--- src/rtl/muldiv_pkg.sv ---
`default_nettype none
// =============================================================================
// Module  : muldiv_pkg
// Brief   : Shared op codes, FSM states and helpers for the EXE mul/div unit.
// Rev     : 1.0  initial release
// =============================================================================
package muldiv_pkg;

    localparam int MD_XLEN       = 32;
    localparam int MD_ITERATIONS = 32;

    localparam logic [2:0] MD_OP_MULT  = 3'd0;
    localparam logic [2:0] MD_OP_MULTU = 3'd1;
    localparam logic [2:0] MD_OP_DIV   = 3'd2;
    localparam logic [2:0] MD_OP_DIVU  = 3'd3;
    localparam logic [2:0] MD_OP_MTHI  = 3'd4;
    localparam logic [2:0] MD_OP_MTLO  = 3'd5;

    typedef enum logic [1:0] {
        MD_IDLE  = 2'd0,
        MD_CALC  = 2'd1,
        MD_FIXUP = 2'd2
    } md_state_t;

    function automatic logic md_is_signed(input logic [2:0] op);
        return (op == MD_OP_MULT) || (op == MD_OP_DIV);
    endfunction

    function automatic logic md_is_div(input logic [2:0] op);
        return (op == MD_OP_DIV) || (op == MD_OP_DIVU);
    endfunction

endpackage
`default_nettype wire

--- src/rtl/exe_muldiv_unit_step.sv ---
`default_nettype none
// =============================================================================
// Module  : muldiv_step
// Brief   : One combinational radix-2 step: shift-add multiply or restoring
//           trial-subtract divide on the 64-bit accumulator.
// Rev     : 1.0  initial release
// =============================================================================
module muldiv_step #(
    parameter int XLEN = 32
) (
    input  logic              is_div,
    input  logic [2*XLEN-1:0] acc,
    input  logic [XLEN-1:0]   opa,
    input  logic [XLEN-1:0]   opb,
    output logic [2*XLEN-1:0] acc_next
);

    logic [XLEN:0]   w_sum;
    logic [XLEN:0]   w_rem_shift;
    logic [XLEN-1:0] w_sub;
    logic [XLEN-1:0] w_rem_new;
    logic            w_qbit;

    // Multiply: opa is the multiplicand, opb[0] the current multiplier bit.
    assign w_sum = {1'b0, acc[2*XLEN-1:XLEN]} + {1'b0, (opb[0] ? opa : {XLEN{1'b0}})};

    // Divide: opa supplies dividend bits MSB first, opb is the divisor.
    // The partial remainder is always < divisor, so the shifted value fits XLEN+1
    // bits and a successful subtract leaves a result that fits XLEN bits.
    assign w_rem_shift = {acc[2*XLEN-1:XLEN], opa[XLEN-1]};
    assign w_qbit      = (w_rem_shift >= {1'b0, opb});
    assign w_sub       = w_rem_shift[XLEN-1:0] - opb;
    assign w_rem_new   = w_qbit ? w_sub : w_rem_shift[XLEN-1:0];

    always_comb begin
        acc_next = acc;
        if (is_div) begin
            acc_next = {w_rem_new, acc[XLEN-2:0], w_qbit};
        end else begin
            acc_next = {w_sum, acc[XLEN-1:1]};
        end
    end

endmodule
`default_nettype wire

--- src/rtl/exe_muldiv_unit.sv ---
`default_nettype none
// =============================================================================
// Module  : exe_muldiv_unit
// Brief   : Iterative 32-step multiply/divide with architectural HI/LO.
//           Optional macro MULDIV_FAST_MULT_EN: single-cycle mult/multu.
// Rev     : 1.0  initial release
// =============================================================================
module exe_muldiv_unit
    import muldiv_pkg::*;
#(
    parameter int XLEN = 32
) (
    input  logic            clk,
    input  logic            reset,
    input  logic            start,
    input  logic [2:0]      op,
    input  logic [XLEN-1:0] opr1,
    input  logic [XLEN-1:0] opr2,
    input  logic            flush,
    output logic            busy,
    output logic            done,
    output logic [XLEN-1:0] hi_out,
    output logic [XLEN-1:0] lo_out
);

    localparam int                 c_cnt_w = $clog2(MD_ITERATIONS);
    localparam logic [c_cnt_w-1:0] c_last  = c_cnt_w'(MD_ITERATIONS - 1);

    md_state_t           r_state;
    logic [XLEN-1:0]     r_hi;
    logic [XLEN-1:0]     r_lo;
    logic                r_done;
    logic [c_cnt_w-1:0]  r_count;
    logic [2*XLEN-1:0]   r_acc;
    logic [XLEN-1:0]     r_opa;
    logic [XLEN-1:0]     r_opb;
    logic                r_is_div;
    logic                r_neg_q;
    logic                r_neg_r;

    logic                w_signed;
    logic                w_div;
    logic                w_sign1;
    logic                w_sign2;
    logic [XLEN-1:0]     w_abs1;
    logic [XLEN-1:0]     w_abs2;
    logic                w_div0;
    logic [2*XLEN-1:0]   w_acc_next;
    logic [2*XLEN-1:0]   w_prod_fix;
    logic [XLEN-1:0]     w_quo_fix;
    logic [XLEN-1:0]     w_rem_fix;

    assign w_signed = md_is_signed(op);
    assign w_div    = md_is_div(op);
    assign w_sign1  = w_signed & opr1[XLEN-1];
    assign w_sign2  = w_signed & opr2[XLEN-1];
    assign w_abs1   = w_sign1 ? (~opr1 + 1'b1) : opr1;
    assign w_abs2   = w_sign2 ? (~opr2 + 1'b1) : opr2;
    assign w_div0   = w_div & (opr2 == {XLEN{1'b0}});

`ifdef MULDIV_FAST_MULT_EN
    logic [2*XLEN-1:0] w_fast_mag;
    logic [2*XLEN-1:0] w_fast_prod;

    assign w_fast_mag  = {{XLEN{1'b0}}, w_abs1} * {{XLEN{1'b0}}, w_abs2};
    assign w_fast_prod = (w_sign1 ^ w_sign2) ? (~w_fast_mag + 1'b1) : w_fast_mag;
`endif

    muldiv_step #(
        .XLEN     (XLEN)
    ) u_step (
        .is_div   (r_is_div),
        .acc      (r_acc),
        .opa      (r_opa),
        .opb      (r_opb),
        .acc_next (w_acc_next)
    );

    assign w_prod_fix = r_neg_q ? (~r_acc + 1'b1) : r_acc;
    assign w_quo_fix  = r_neg_q ? (~r_acc[XLEN-1:0] + 1'b1) : r_acc[XLEN-1:0];
    assign w_rem_fix  = r_neg_r ? (~r_acc[2*XLEN-1:XLEN] + 1'b1) : r_acc[2*XLEN-1:XLEN];

    always_ff @(posedge clk or negedge reset) begin
        if (!reset) begin
            r_state  <= MD_IDLE;
            r_hi     <= '0;
            r_lo     <= '0;
            r_done   <= 1'b0;
            r_count  <= '0;
            r_acc    <= '0;
            r_opa    <= '0;
            r_opb    <= '0;
            r_is_div <= 1'b0;
            r_neg_q  <= 1'b0;
            r_neg_r  <= 1'b0;
        end else begin
            r_done <= 1'b0;
            case (r_state)
                MD_IDLE: begin
                    if (start && !flush) begin
                        case (op)
                            MD_OP_MTHI: r_hi <= opr1;
                            MD_OP_MTLO: r_lo <= opr1;
`ifdef MULDIV_FAST_MULT_EN
                            MD_OP_MULT, MD_OP_MULTU: begin
                                r_hi   <= w_fast_prod[2*XLEN-1:XLEN];
                                r_lo   <= w_fast_prod[XLEN-1:0];
                                r_done <= 1'b1;
                            end
                            MD_OP_DIV, MD_OP_DIVU: begin
`else
                            MD_OP_MULT, MD_OP_MULTU, MD_OP_DIV, MD_OP_DIVU: begin
`endif
                                // Divide by zero runs on the raw dividend with no
                                // sign fixup, so HI ends up as opr1 and LO all ones.
                                r_is_div <= w_div;
                                r_opa    <= w_div0 ? opr1 : w_abs1;
                                r_opb    <= w_abs2;
                                r_neg_q  <= ~w_div0 & (w_sign1 ^ w_sign2);
                                r_neg_r  <= ~w_div0 & w_div & w_sign1;
                                r_acc    <= '0;
                                r_count  <= '0;
                                r_state  <= MD_CALC;
                            end
                            default: ;
                        endcase
                    end
                end
                MD_CALC: begin
                    if (flush) begin
                        r_state <= MD_IDLE;
                    end else begin
                        r_acc   <= w_acc_next;
                        r_count <= r_count + 1'b1;
                        if (r_is_div) begin
                            r_opa <= {r_opa[XLEN-2:0], 1'b0};
                        end else begin
                            r_opb <= {1'b0, r_opb[XLEN-1:1]};
                        end
                        if (r_count == c_last) begin
                            r_state <= MD_FIXUP;
                        end
                    end
                end
                MD_FIXUP: begin
                    r_state <= MD_IDLE;
                    if (!flush) begin
                        if (r_is_div) begin
                            r_hi <= w_rem_fix;
                            r_lo <= w_quo_fix;
                        end else begin
                            r_hi <= w_prod_fix[2*XLEN-1:XLEN];
                            r_lo <= w_prod_fix[XLEN-1:0];
                        end
                        r_done <= 1'b1;
                    end
                end
                default: r_state <= MD_IDLE;
            endcase
        end
    end

    assign busy   = (r_state != MD_IDLE);
    assign done   = r_done;
    assign hi_out = r_hi;
    assign lo_out = r_lo;

endmodule
`default_nettype wire
--- config.mk ---
export PLATFORM = sky130hd
export DESIGN_NAME = exe_muldiv_unit
export DESIGN_NICKNAME = d
export VERILOG_FILES = /design/src/rtl/muldiv_pkg.sv /design/src/rtl/exe_muldiv_unit_step.sv /design/src/rtl/exe_muldiv_unit.sv
export SDC_FILE = /design/constraint.sdc
export NUM_CORES = 1
export LEC_CHECK = 0
export CORE_MARGIN = 4
export CORE_UTILIZATION = 34
export CTS_CLUSTER_DIAMETER = 60
export DETAILED_ROUTE_END_ITERATION = 10
export PLACE_DENSITY = 0.54
export SLEW_MARGIN = 15
export SYNTH_ARGS = -nofsm -noshare
export SYNTH_HDL_FRONTEND = slang
export SYNTH_SLANG_ARGS = --single-unit
--- constraint.sdc ---
create_clock -name clk -period 5.53 [get_ports clk]
set_clock_uncertainty 0.2 [all_clocks]
set_input_delay 1.106 -clock clk [delete_from_list [all_inputs] [get_ports clk]]
set_output_delay 1.106 -clock clk [all_outputs]
set_load 0.05 [all_outputs]
After elaboration in Yosys (flattened, before gate mapping)
Index checks and enable logic that the tools add are counted.
Widths: inputs -> output; s select.
{"block": "classes", "addsub": 8, "n_lt_le_gt_ge": 1, "n_eq_ne": 17, "n_mux": 44, "n_bitwise": 13, "reduce_logical": 18}
{"operator": "$mux 32", "n": 23}
{"operator": "$mux 64", "n": 5}
{"operator": "$pmux 32 s2", "n": 4}
{"operator": "$add 32x1->32 const B", "n": 4}
{"operator": "$not 32->32", "n": 4}
{"operator": "$pmux 64 s2", "n": 1}
{"operator": "$add 64x1->64 const B", "n": 1}
{"operator": "$not 64->64", "n": 1}
{"operator": "$add 32x32->33", "n": 1}
{"operator": "$ge 33x32->1", "n": 1}
{"operator": "$logic_not 32->1", "n": 1}
{"operator": "$sub 32x32->32", "n": 1}
{"operator": "$mux 5", "n": 3}
{"operator": "$reduce_and 4->1", "n": 3}
{"operator": "$ne 2x2->1 const B", "n": 5}
{"operator": "$pmux 5 s2", "n": 1}
{"operator": "$reduce_and 5->1", "n": 2}
{"operator": "$mux 2", "n": 4}
{"operator": "$and 1x1->1", "n": 6}
{"operator": "$eq 3x2->1 const B", "n": 2}
{"operator": "$eq 3x3->1 const B", "n": 2}
{"operator": "$ne 2x1->1 const B", "n": 3}
{"operator": "$reduce_and 3->1", "n": 2}
{"operator": "$reduce_bool 2->1", "n": 3}
{"operator": "16 further kinds", "n": 18}
{"block": "totals", "ff_bits": 203, "inputBits": 71, "output_inout_bits": 66, "word_cells": 112}

Depth between registers and ports, before layout
Gate-level depths: netlist of run 1.
{"block": "logic_depth", "word_depth": 8, "mapped_depth": 14, "mapped_depth_nobuf": 13}

Modules after synthesis
A second synthesis of run 1 with hierarchy kept.
{"block": "hier_totals", "cells_unflattened": 1934, "hier_area_um2": 16016.6}
{"mod": "exe_muldiv_unit", "instances": 1, "cells_per_inst": 1240, "area_each_um2": 11232.0, "seq_area_each_um2": 5079.9}
{"mod": "muldiv_step", "instances": 1, "cells_per_inst": 694, "area_each_um2": 4784.6, "seq_area_each_um2": 0.0}

Worst setup path after synthesis of run 1
No wires, ideal clock.
{"block": "synth_path", "kind": "input to register", "startpoint": "input opr2[11]", "endpoint": "register r_opa[31]", "setup_ns": 0.074, "t_arrival_ns": 3.315, "required_ns": 5.256, "slack_ns": 1.942, "path_stages": 9, "path_buffers": 0, "cell_sequence": "or4_1 > nor4b_2 > nand4_2 > or2_4 > or4_4 > o311ai_1 > and3_1 > a211oi_1 > a21oi_2"}
{"block": "synth_via", "elab_chain_len": 6}
{"item": "start, declared", "line": "exe_muldiv_unit.sv:18", "source": "input logic [XLEN-1:0] opr2,"}
{"item": "$logic_not 32->1", "line": "exe_muldiv_unit.sv:59", "source": "assign w_div0 = w_div & (opr2 == {XLEN{1'b0}});"}
{"item": "$and 1x1->1", "line": "exe_muldiv_unit.sv:59"}
{"item": "$mux 32", "line": "exe_muldiv_unit.sv:117", "source": "r_opa <= w_div0 ? opr1 : w_abs1;"}
{"item": "$mux 32", "line": "exe_muldiv_unit.sv:101", "source": "case (op)"}
{"item": "$mux 32", "line": "exe_muldiv_unit.sv:100", "source": "if (start && !flush) begin"}
{"item": "$pmux 32 s2", "line": "exe_muldiv_unit.sv:98", "source": "case (r_state)"}
{"item": "end signal, assigned", "line": "exe_muldiv_unit.sv:117"}
{"item": "end signal, assigned", "line": "exe_muldiv_unit.sv:136", "source": "r_opa <= {r_opa[XLEN-2:0], 1'b0};"}
{"item": "end, declared", "line": "exe_muldiv_unit.sv:35", "source": "logic [XLEN-1:0] r_opa;"}
Every way passes these cells. The select of a mux whose other input is x is not followed.
A chain may end at the register's enable or synchronous reset.

Worst setup path after layout of run 1
{"block": "layout_path", "startpoint": "register r_opb[0]", "endpoint": "register r_acc[60]"}
{"block": "layout_via", "elab_chain_len": 5, "word_cells_on_any_way": 8}
{"item": "start, declared", "line": "exe_muldiv_unit.sv:36", "source": "logic [XLEN-1:0] r_opb;"}
{"item": "start signal, assigned", "line": "exe_muldiv_unit.sv:118", "source": "r_opb <= w_abs2;"}
{"item": "start signal, assigned", "line": "exe_muldiv_unit.sv:138", "source": "r_opb <= {1'b0, r_opb[XLEN-1:1]};"}
{"item": "$mux 32 (tied with other cells)", "line": "exe_muldiv_unit_step.sv:25", "source": "assign w_sum = {1'b0, acc[2*XLEN-1:XLEN]} + {1'b0, (opb[0] ? opa : {XLEN{1'b0}})};"}
{"item": "$add 32x32->33 / $mux 32 (equally long branches)", "line": "exe_muldiv_unit_step.sv:25, exe_muldiv_unit_step.sv:33"}
{"item": "$mux 64 *", "line": "exe_muldiv_unit_step.sv:37", "source": "if (is_div) begin"}
{"item": "$mux 64 *", "line": "exe_muldiv_unit.sv:130", "source": "if (flush) begin"}
{"item": "$pmux 64 s2 *", "line": "exe_muldiv_unit.sv:98"}
{"item": "end signal, assigned", "line": "exe_muldiv_unit.sv:133", "source": "r_acc <= w_acc_next;"}
{"item": "end, declared", "line": "exe_muldiv_unit.sv:34", "source": "logic [2*XLEN-1:0] r_acc;"}
Mark *: on every way between the ends. The rest lies on a longest branch, timed or not. The select of a mux whose other input is x is not followed.

==> results_dict.tcl, run 1 <==
set metrics [dict create \
    status "finished, final reports clean" \
    power_leakage_uw 0.008080 \
    synth_nets 2105 \
    p_int_uw 5017 \
    met1_usage 0.3203 \
    grt_pass1_wl_um 87410 \
    syn_area_per_cell_um2 8.073 \
    combPwrFrac 0.543 \
    start_util 0.3466 \
    cts_buffer_depth 3 \
    row_count 78 \
    grt_use_met2 0.3407 \
    finalSetupTns_ns 0 \
    p_sw_uw 4535 \
    drive_gt1_frac 0.05925 \
    cp_data_required_time_ns 5.81 \
    grt_max_degree 106 \
    power.density_nw_per_um2 508.5 \
    die_y_um 223.8 \
    synth-async-reset-ratio 1.000 \
    hold_class "reg -> reg" \
    numCtsBuffers 30 \
    viasPerCell 5.672 \
    ys.flop_type "dfrtp_1" \
    drtAntennaViolNets 0 \
    r2r_cells 12 \
    netlist_area_um2 15830 \
    port_buffers 136 \
    netSwitchingFraction 0.4748 \
    diodes 0 \
    hpwl_um 42760 \
    yosys.cell_types.count 78 \
    grt-ovfl-total 0 \
    cts_hold_buffers 0 \
    holdPathEnd "lo_out[17]$_DFFE_PN0P_" \
    io_pins 137 \
    min_period_ns 4.131 \
    critPathKind "reg -> reg" \
    grt_pass1_vias 14550 \
    seq_power_share 0.251 \
    tightest_slew_ns 1.008 \
    cts.clk_slew.worst_paths_ns 0.06 \
    track_usage 0.2179 \
    synth_seq_area_share 0.3209 \
    cts_root_buf "clkbuf_16" \
    area_delta_synth_final_pct 18.68 \
    top_usage_layer "met2" \
    relSlewSlack 0.3281 \
    clock.fmax_mhz 242.1 \
    antenna_found_initial 1 \
    reg2reg_from "r_opb[0]$_DFFE_PN0P_" \
    dr.pass1.iters 6 \
    core_um2 45670 \
    use_met3 0.02817 \
    cts_htree_levels 1 \
    max_cap_viol_count 0 \
    synth_edf_count 0 \
    rr_endpoint "r_acc[60]$_DFFE_PN0P_" \
    clockPowerShare 0.206 \
    r2r_slack_ns 1.40 \
    cts_tree "built" \
    whs_ns 0.2758 \
    hp-start "lo_out[17]$_DFFE_PN0P_" \
    ir_drop_mv 0.2639 \
    power_uw 9553 \
    fin_nets 2179 \
    startpoint_type "register" \
    ys_ff_latch 203 \
    final_core_util 0.4114 \
    whs_path_depth 2 \
    endpoint_kind "register" \
    wirelength_um 55960 \
    drtIter0Drc 1157 \
    slew_viol_final 0 \
    cts_setup_buffers 0 \
    critPathMaxFanout 17 \
    grt_setup_unrepaired "no" \
    die_area_um2 50080 \
    fin_crit_sh 0.7471 \
    gp_congestion 0.8920 \
    die_w_um 223.8 \
    ys_warn_count 0 \
    vias 15080 \
    postCtsResizedCells 0 \
    wire_per_inst_um 21.04 \
    finalHoldViolations 0 \
    drc 0 \
    insertion_delay_ns 0.57 \
    finalSetupViolCount 0 \
    cp_data_arrival_time_ns 4.41 \
    cts_sinks 203 \
    netlist_instances 1961 \
]
-- routing by layer --
metal | part of all wire | vias to the layer above
li1 | - | 7274
met3 | 0.055 | 67
met4 | 0.023 | 2
met2 | 0.44 | 468
met5 | 0.00016 | -
met1 | 0.48 | 7272
-- metrics by stage --
stage | instance area [µm²] | std cells | worst slack (ns)
final | 18790 | 2659 | 1.399
after global routing | 18790 | 2659 | 1.052
after CTS | 18790 | 2659 | 1.375
after detailed placement | 17760 | 2603 | 0.9335
after global placement | 17760 | 2603 | 0.9983
after floorplan | 15830 | 1961 | 1.942
-- cell families (layout without fill, tap and decap cells) --
group / after synthesis / in the layout / share of synthesized area
DFF: 203 / 203 / 0.3209
and+or+nand+nor: 653 / 653 / 0.1970
muxes: 60 / 60 / 0.03825
xor gates and xnor gates: 169 / 169 / 0.09350
adders and majority gates: 73 / 73 / 0.05864
AOI/OAI and AO/OA: 622 / 622 / 0.2482
buffers and inverters: 181 / 279 / 0.04355
-- flip-flops by register name, summed over array words and instances, names as in the netlist --
register	flops
r_acc	64
lo_out	32
r_state	2
r_neg_r	1
r_opa	32
hi_out	32
done	1
r_is_div	1
r_count	5
r_opb	32
r_neg_q	1
-- area by class of cell --
class / instances / area, µm²
Multi-Input combinational cell: 1577 / 10110
Clock buffer: 38 / 832.0
Clock inverter: 18 / 196.4
Fill cell: 4620 / 26890
Timing Repair Buffer: 162 / 1585
Sequential cell: 203 / 5081
Tap cell: 600 / 750.7
Inverter: 61 / 229.0
-- synthesized netlist by cell type (all sizes together) (5+ instances only) --
cell type / n / area, µm²
nand2: 255 / 957.2
dfrtp: 203 / 5080
o21ai: 200 / 1001
nor2: 161 / 604.3
a21oi: 136 / 684.4
clkbuf: 103 / 386.6
xnor2: 91 / 797.0
o31ai: 78 / 590.6
xor2: 78 / 683.2
ha: 71 / 888.4
inv: 61 / 229.0
mux2i: 56 / 560.5
and2: 42 / 262.8
nand3: 41 / 205.2
a21o: 30 / 225.2
o211ai: 30 / 225.2
nor3: 26 / 140.1
or3: 23 / 148.9
a22oi: 21 / 157.7
a31oi: 20 / 125.1
buf: 17 / 73.82
nand4: 17 / 112.6
o41ai: 17 / 156.4
or4: 17 / 146.4
nor4: 15 / 115.1
and3: 14 / 87.58
nand2b: 14 / 95.09
a221oi: 13 / 120.1
o221ai: 13 / 113.9
o21a: 12 / 90.09
a211oi: 10 / 75.07
nor2b: 9 / 56.30
and4: 6 / 52.55
o22ai: 6 / 37.54
a21boi: 5 / 37.54
or2: 5 / 33.79
-- worst max-delay path by stage --
stage                                    start                    end  slack (ns)  depth (start not counted)
after floorplan                       opr2[11]  r_opa[31]$_DFFE_PN0P_        1.94                          9
after global placement                 opr2[3]  r_opa[10]$_DFFE_PN0P_         1.0                         10
after detailed placement               opr2[3]  r_opa[15]$_DFFE_PN0P_        0.93                         10
after CTS                 r_opb[0]$_DFFE_PN0P_  r_acc[60]$_DFFE_PN0P_        1.38                         12
after global routing      r_opb[0]$_DFFE_PN0P_  r_acc[61]$_DFFE_PN0P_        1.05                         13
final                     r_opb[0]$_DFFE_PN0P_  r_acc[60]$_DFFE_PN0P_        1.40                         12
-- power by group through the flow --
| stage | combinational [µW] | sequential (µW) | clock (µW) |
|---|---|---|---|
| 6_report | 5190 | 2400 | 1970 |
| 3_5_place_dp | 5140 | 2410 | 0 |
| 3_3_place_gp | 5120 | 2400 | 0 |
| 4_1_cts | 5160 | 2380 | 2020 |
| 5_1_grt | 5720 | 2440 | 2080 |
| 2_1_floorplan | 3350 | 2540 | 0 |
-- cells in the final DEF (no fill, tap or decap), types with 5 or more instances in the layout --
cell type,count
a221oi_1,12
o31ai_1,77
clkinv_2,7
nand2_1,255
xor2_1,78
o21a_1,11
buf_4,24
mux2i_1,56
o221ai_1,13
ha_1,71
nand2b_1,11
dfrtp_1,202
nor4_1,13
a21oi_1,134
o211ai_1,30
a21o_1,30
xnor2_1,91
nand3_1,41
a22oi_1,21
or4_4,5
inv_1,61
clkdlybuf4s50_1,135
o41ai_1,16
nand4_1,16
and2_1,42
clkbuf_16,31
a21boi_0,5
or4_1,12
and3_1,14
a211oi_1,10
and4_1,6
a31oi_1,20
nor2b_1,7
or3_1,22
o22ai_1,6
nor2_1,160
o21ai_0,196
nor3_1,24
-- critical path: stages (launching register included) --
cell and delay, ns:
dfrtp_1 0.67, ha_1 0.30, inv_1 0.07, fa_1 0.40, a21o_1 0.19, a221o_1 0.38, a221oi_2 0.54, a2111o_1 0.28
nand2b_1 0.14, o41ai_1 0.42, xnor2_1 0.21, a21oi_1 0.10, o21ai_0 0.17
No activity file was read; power rests on OpenSTA's default activity.
==> run 2: changes to the inputs <==
--- a/config.mk
+++ b/config.mk
@@ -9,7 +9,7 @@
 export CORE_UTILIZATION = 34
 export CTS_CLUSTER_DIAMETER = 60
 export DETAILED_ROUTE_END_ITERATION = 10
-export PLACE_DENSITY = 0.54
+export PLACE_DENSITY = 0.56
 export SLEW_MARGIN = 15
 export SYNTH_ARGS = -nofsm -noshare
 export SYNTH_HDL_FRONTEND = slang
==> constraint.sdc (replaced) <==
create_clock -name clk -period 3.3 [get_ports clk]
set_clock_uncertainty 0.2 [all_clocks]
set_input_delay 0.66 -clock clk [delete_from_list [all_inputs] [get_ports clk]]
set_output_delay 0.66 -clock clk [all_outputs]
set_load 0.05 [all_outputs]
==> run 2 against run 1 <==
The run now ends with setup timing left. Hold slack improved by 0.0037 ns. Global-route usage rose by 1.0 points. Combinational power grew 120%. Count of clock-buffer cells in the layout decreased by 1. Sequential power rose by 54%. Via count grew 6.0%.
==> results_dict.tcl, run 2 (synthesis gave the netlist of run 1 again) <==
set metrics [dict create \
    status "finished with violations" \
    violations "setup timing" \
    drive_gt1_frac 0.2081 \
    post-place-ws_ns -0.5573 \
    area_delta_synth_final_pct 38.07 \
    grt_max_degree 64 \
    fin_crit_sh 1.032 \
    numCtsBuffers 30 \
    slowest_stage "dfrtp_1" \
    r2r_slack_ns -0.11 \
    layout_setup_ws_ns -0.1066 \
    track_usage 0.2283 \
    cts_tree "built" \
    finalSetupViolCount 2 \
    fin_nets 2465 \
    whs_path_depth 2 \
    vias 15980 \
    nFillCells 4441 \
    core_um2 45670 \
    max_cap_viol_count 0 \
    design_area_um2 21860 \
    layout_commonest_cell "buf_4" \
    port_buffers 136 \
    die_area_um2 50080 \
    dp_cells 2866 \
    die_w_um 223.8 \
    relSlewSlack 0.2935 \
    start_util 0.3466 \
    final_cells 2945 \
    endpoint_kind "register" \
    hold_class "reg -> reg" \
    antenna_found_initial 0 \
    cts_buffer_depth 3 \
    ir_drop_mv 0.5018 \
    placed_cell_area_um2 19870 \
    insertion_delay_ns 0.60 \
    rr_endpoint "r_acc[58]$_DFFE_PN0P_" \
    cts_htree_levels 1 \
    io_pins 137 \
    final_cell_mix "buf_4, nand2_1, dfrtp_1" \
    r2r_cells 15 \
    clock.fmax_mhz 293.5 \
    cts_sinks 203 \
    min_period_ns 3.407 \
    crit_chain "inv_2 -> ha_4 -> inv_4 -> fa_2 -> a21o_1 -> a221o_1 -> a221oi_2 -> buf_4 -> a2111o_1 -> nand2b_1 -> buf_6 -> a21bo_2 -> a21oi_2 -> xor2_1 -> o211ai_1" \
    critPathMaxFanout 5 \
    hpwl_um 46000 \
    power.density_nw_per_um2 861.0 \
    wirelength_um 59220 \
    cts_root_buf "clkbuf_16" \
    drtAntennaViolNets 0 \
    grt_pass1_vias 15800 \
    diodes 0 \
    power_leakage_uw 0.009684 \
    drtIter0Drc 1146 \
    reg2reg_from "r_opa[31]$_DFFE_PN0P_" \
    grt_pass1_wl_um 91800 \
    die_y_um 223.8 \
    startpoint_type "register" \
    finalHoldViolations 0 \
    dr.pass1.iters 7 \
    largest_register_ffs 64 \
    tightest_slew_ns 1.060 \
    cts.clk_slew.worst_paths_ns 0.06 \
    wire_per_inst_um 20.11 \
    viasPerCell 5.427 \
    grt_setup_unrepaired "yes" \
    crit_end "r_acc[58]$_DFFE_PN0P_" \
    final_core_util 0.4786 \
    grt-ovfl-total 0 \
    cp_data_arrival_time_ns 3.65 \
    slew_viol_final 0 \
    critPathKind "reg -> reg" \
    crit_path_max_incr_delay_ns 0.43 \
    startpoint "r_opa[31]$_DFFE_PN0P_" \
    cp_data_required_time_ns 3.55 \
    row_count 78 \
    gp_congestion 0.9589 \
    drc 0 \
    regMostFlops "r_acc" \
]
## run 2: cell count changes in the layout (fill, tap and decap cells not counted), moves of 4 or more
cell | previous run | this run
ha_1 | 71 | 58
a21oi_2 | 1 | 8
a31oi_1 | 20 | 14
inv_1 | 61 | 57
a211oi_1 | 10 | 5
o21ai_0 | 196 | 171
o21ai_1 | 2 | 24
nor4_1 | 13 | 8
buf_4 | 24 | 291
ha_4 | 0 | 11
buf_12 | 2 | 14
a21oi_1 | 134 | 124
buf_6 | 0 | 4
nor4_2 | 1 | 5
## run 2: critical path: cells and delay by family (launching register included)
family | cells | cell delay (ns)
AOI/OAI and AO/OA | 7 | 1.37
adders and majority gates | 2 | 0.50
buffers and inverters | 4 | 0.47
DFF | 1 | 0.43
xor gates and xnor gates | 1 | 0.18
and+or+nand+nor | 1 | 0.13
## run 2: through the flow
step                      TNS [ns]  hold slack (ns)  total power (µW)
final                      -0.1686           0.2795             18820
after floorplan                  0           0.1644              9875
after global routing       -0.7791           0.3052             20010
after CTS                  -0.3714           0.2856             18020
after global placement      -18.25           0.2656             13950
after detailed placement    -22.01           0.2717             14020
## run 2: layer usage
metal / wire [µm] / GRT usage
met1: 27570 / 0.3226
met3: 3162 / 0.03027
met2: 26980 / 0.3727
met4: 1507 / 0.05568
met5: 0 / 0
## run 2: area by class of cell
| cell class | instances | area, µm² | area share |
|---|---|---|---|
| Clock inverter | 19 | 291.5 | 0.01334 |
| Tap cell | 600 | 750.7 | 0.03434 |
| Multi-Input combinational cell | 1577 | 10740 | 0.4915 |
| Sequential cell | 203 | 5084 | 0.2326 |
| Timing Repair Buffer | 448 | 3940 | 0.1803 |
| Clock buffer | 37 | 817.0 | 0.03738 |
| Inverter | 61 | 231.5 | 0.01059 |
## run 2: where the power goes
group          leakage, µW  internal (µW)  switching (µW)  total (µW)
Combinational      0.00652           5070            6480       11600
Sequential         0.00262           3100             599        3700
Clock             0.000544           2240            1320        3560
Total              0.00968          10400            8400       18800
## run 2: worst min-delay path by stage
stage / from / endpoint / slack, ns
floorplan: reset / done$_DFF_PN0_ / 0.16
global placement: lo_out[11]$_DFFE_PN0P_ / lo_out[11]$_DFFE_PN0P_ / 0.27
detailed placement: lo_out[23]$_DFFE_PN0P_ / lo_out[23]$_DFFE_PN0P_ / 0.27
CTS: lo_out[23]$_DFFE_PN0P_ / lo_out[23]$_DFFE_PN0P_ / 0.29
global route: hi_out[24]$_DFFE_PN0P_ / hi_out[24]$_DFFE_PN0P_ / 0.31
finish: lo_out[12]$_DFFE_PN0P_ / lo_out[12]$_DFFE_PN0P_ / 0.28
## run 2: repair_timing
item | in CTS | in global routing
resized for setup | 41 | 96
hold endpoints to repair | 47 | 0
pin swaps | 22 | 60
setup buffers | 4 | 19
endpoints found under the setup margin | 33 | 52
hold buffers | 1 | 0
cloned | 1 | 1
==> run 3: changes to the inputs <==
--- a/config.mk
+++ b/config.mk
@@ -9,6 +9,7 @@
 export CORE_UTILIZATION = 34
 export CTS_CLUSTER_DIAMETER = 60
 export DETAILED_ROUTE_END_ITERATION = 10
+export MAX_ROUTING_LAYER = met4
 export PLACE_DENSITY = 0.56
 export SLEW_MARGIN = 15
 export SYNTH_ARGS = -nofsm -noshare
==> run 3 against run 2 <==
The flow still finishes with violations (setup timing). Critical path depth did not move. Global-route usage rose by 1.1 points. Sequential power about the same. Combinational power up 4%. Hold slack got worse by 0.0017 ns. Final cell count increased by 0.44%. Highest routed layer unchanged.
==> results_dict.tcl, run 3 (synthesis gave the netlist of run 1 again) <==
set metrics [dict create \
    core_um2 45670 \
    endpoint_kind "register" \
    cts_sinks 203 \
    layout_commonest_cell "buf_4" \
    crit_chain "inv_2 -> ha_4 -> inv_2 -> fa_2 -> a21o_1 -> a221o_1 -> a221oi_2 -> buf_4 -> a2111o_1 -> nand2b_1 -> buf_4 -> a21bo_2 -> a21oi_2 -> xor2_1 -> o211ai_1" \
    max_cap_viol_count 0 \
    reg2reg_from "r_opa[31]$_DFFE_PN0P_" \
    die_y_um 223.8 \
    viasPerCell 5.537 \
    status "finished with violations" \
    fin_nets 2478 \
    largest_register_ffs 64 \
    port_buffers 136 \
    gp_congestion 0.9517 \
    wirelength_um 60410 \
    design_area_um2 22070 \
    area_delta_synth_final_pct 39.41 \
    die_w_um 223.8 \
    finalSetupViolCount 4 \
    fin_crit_sh 1.009 \
    relSlewSlack 0.2875 \
    placed_cell_area_um2 19920 \
    hpwl_um 46180 \
    start_util 0.3466 \
    hp-start "lo_out[12]$_DFFE_PN0P_" \
    r2r_slack_ns -0.03 \
    final_cell_mix "buf_4, nand2_1, dfrtp_1" \
    vias 16380 \
    rr_endpoint "r_acc[58]$_DFFE_PN0P_" \
    diodes 0 \
    power.density_nw_per_um2 872.1 \
    regMostFlops "r_acc" \
    cts_buffer_depth 3 \
    violations "setup timing" \
    antenna_found_initial 0 \
    drive_gt1_frac 0.2239 \
    grt-ovfl-total 0 \
    holdPathEnd "lo_out[12]$_DFFE_PN0P_" \
    cp_data_arrival_time_ns 3.60 \
    grt_setup_unrepaired "yes" \
    cts.clk_slew.worst_paths_ns 0.06 \
    grt_pass1_wl_um 93360 \
    cts_root_buf "clkbuf_16" \
    cts_htree_levels 1 \
    io_pins 137 \
    r2r_cells 15 \
    crit_path_max_incr_delay_ns 0.41 \
    track_usage 0.2394 \
    slew_viol_final 0 \
    insertion_delay_ns 0.60 \
    startpoint_type "register" \
    cp_data_required_time_ns 3.57 \
    die_area_um2 50080 \
    drtIter0Drc 1403 \
    tightest_slew_ns 1.069 \
    clock.fmax_mhz 300.4 \
    grt_max_degree 82 \
    critPathKind "reg -> reg" \
    wire_per_inst_um 20.42 \
    finalHoldViolations 0 \
    critPathTopFamily "compound AO/OA/AOI/OAI gates" \
    ir_drop_mv 0.4293 \
    critical_path_buf_inv_count 4 \
    numCtsBuffers 30 \
    row_count 78 \
    power_leakage_uw 0.009713 \
    whs_path_depth 2 \
    min_period_ns 3.328 \
    dr.pass1.iters 5 \
    grt_pass1_vias 15980 \
    slowest_stage "dfrtp_1" \
    drc 0 \
    layout_setup_ws_ns -0.02837 \
    cts_tree "built" \
    post-place-ws_ns -0.5656 \
    critPathMaxFanout 3 \
    drtAntennaViolNets 0 \
    hold_class "reg -> reg" \
]
run 3: cell count changes in the layout (fill, tap and decap cells not counted), sizes merged:
cell           change
clkdlybuf4s50      +1
dlymetal6s2s       -1
clkinvlp           +2
buf               +13
inv                +2
clkinv             -2
bufinv             -2
run 3: what timing repair did:
| action | 4_1_cts | 5_1_grt |
|---|---|---|
| setup buffers | 9 | 12 |
| pin swaps | 31 | 36 |
| cloned | 2 | 2 |
| setup endpoints to repair | 33 | 43 |
| hold endpoints to repair | 62 | 0 |
| hold buffers | 1 | 0 |
| resized for setup | 70 | 126 |
run 3: layer usage:
metal | up-vias | global-route usage | routed length [µm]
li1 | 7856 | - | -
met1 | 7918 | 0.3333 | 28360
met2 | 506 | 0.3788 | 27440
met3 | 97 | 0.02241 | 2928
met4 | 0 | 0.05926 | 1670
met5 | - | - | 0
run 3: tightest hold or removal path, stage by stage (launching register included):
cell and delay [ns]:
dfrtp_1 0.34, nand2_1 0.05, o31ai_1 0.05
run 3: how the worst max path moves through the flow:
stage,startpoint,endpoint,slack [ns],cells past startpoint
after CTS,r_opa[31]$_DFFE_PN0P_,r_acc[58]$_DFFE_PN0P_,-0.11,15
after global placement,opr1[10],r_opa[26]$_DFFE_PN0P_,-0.53,10
after global routing,r_opa[31]$_DFFE_PN0P_,r_acc[58]$_DFFE_PN0P_,-0.20,15
after detailed placement,opr1[10],r_opa[28]$_DFFE_PN0P_,-0.57,10
after floorplan,r_acc[32]$_DFFE_PN0P_,r_acc[54]$_DFFE_PN0P_,0.03,12
final,r_opa[31]$_DFFE_PN0P_,r_acc[58]$_DFFE_PN0P_,-0.03,15
run 3: cell type report:
type	instances	area [µm²]
clock buffers	37	817.0
well taps	600	750.7
flip-flops and latches	203	5082
clock inverters	19	261.5
repair buffers	461	4044
multi-input cells	1577	10890
fillers	4427	23600
inverters	61	229.0
run 3: per-stage QoR:
step                  util  std cells  power [µW]  setup TNS (ns)  hold WS [ns]
CTS                 0.4698       2946       18220         -0.1283        0.2832
finish              0.4832       2958       19250        -0.06497        0.2778
floorplan                -       1961        9875               0        0.1644
detailed placement  0.4362       2878       13990          -23.49        0.2687
global route        0.4832       2958       20430          -2.437        0.3018
global placement    0.4362       2878       13940          -21.60        0.2651
run 3: report_power, final:
part	internal [µW]	leakage (µW)	switching, µW
Sequential	3100	0.00262	616
Combinational	5350	0.00658	6740
Clock	2100	0.000518	1350
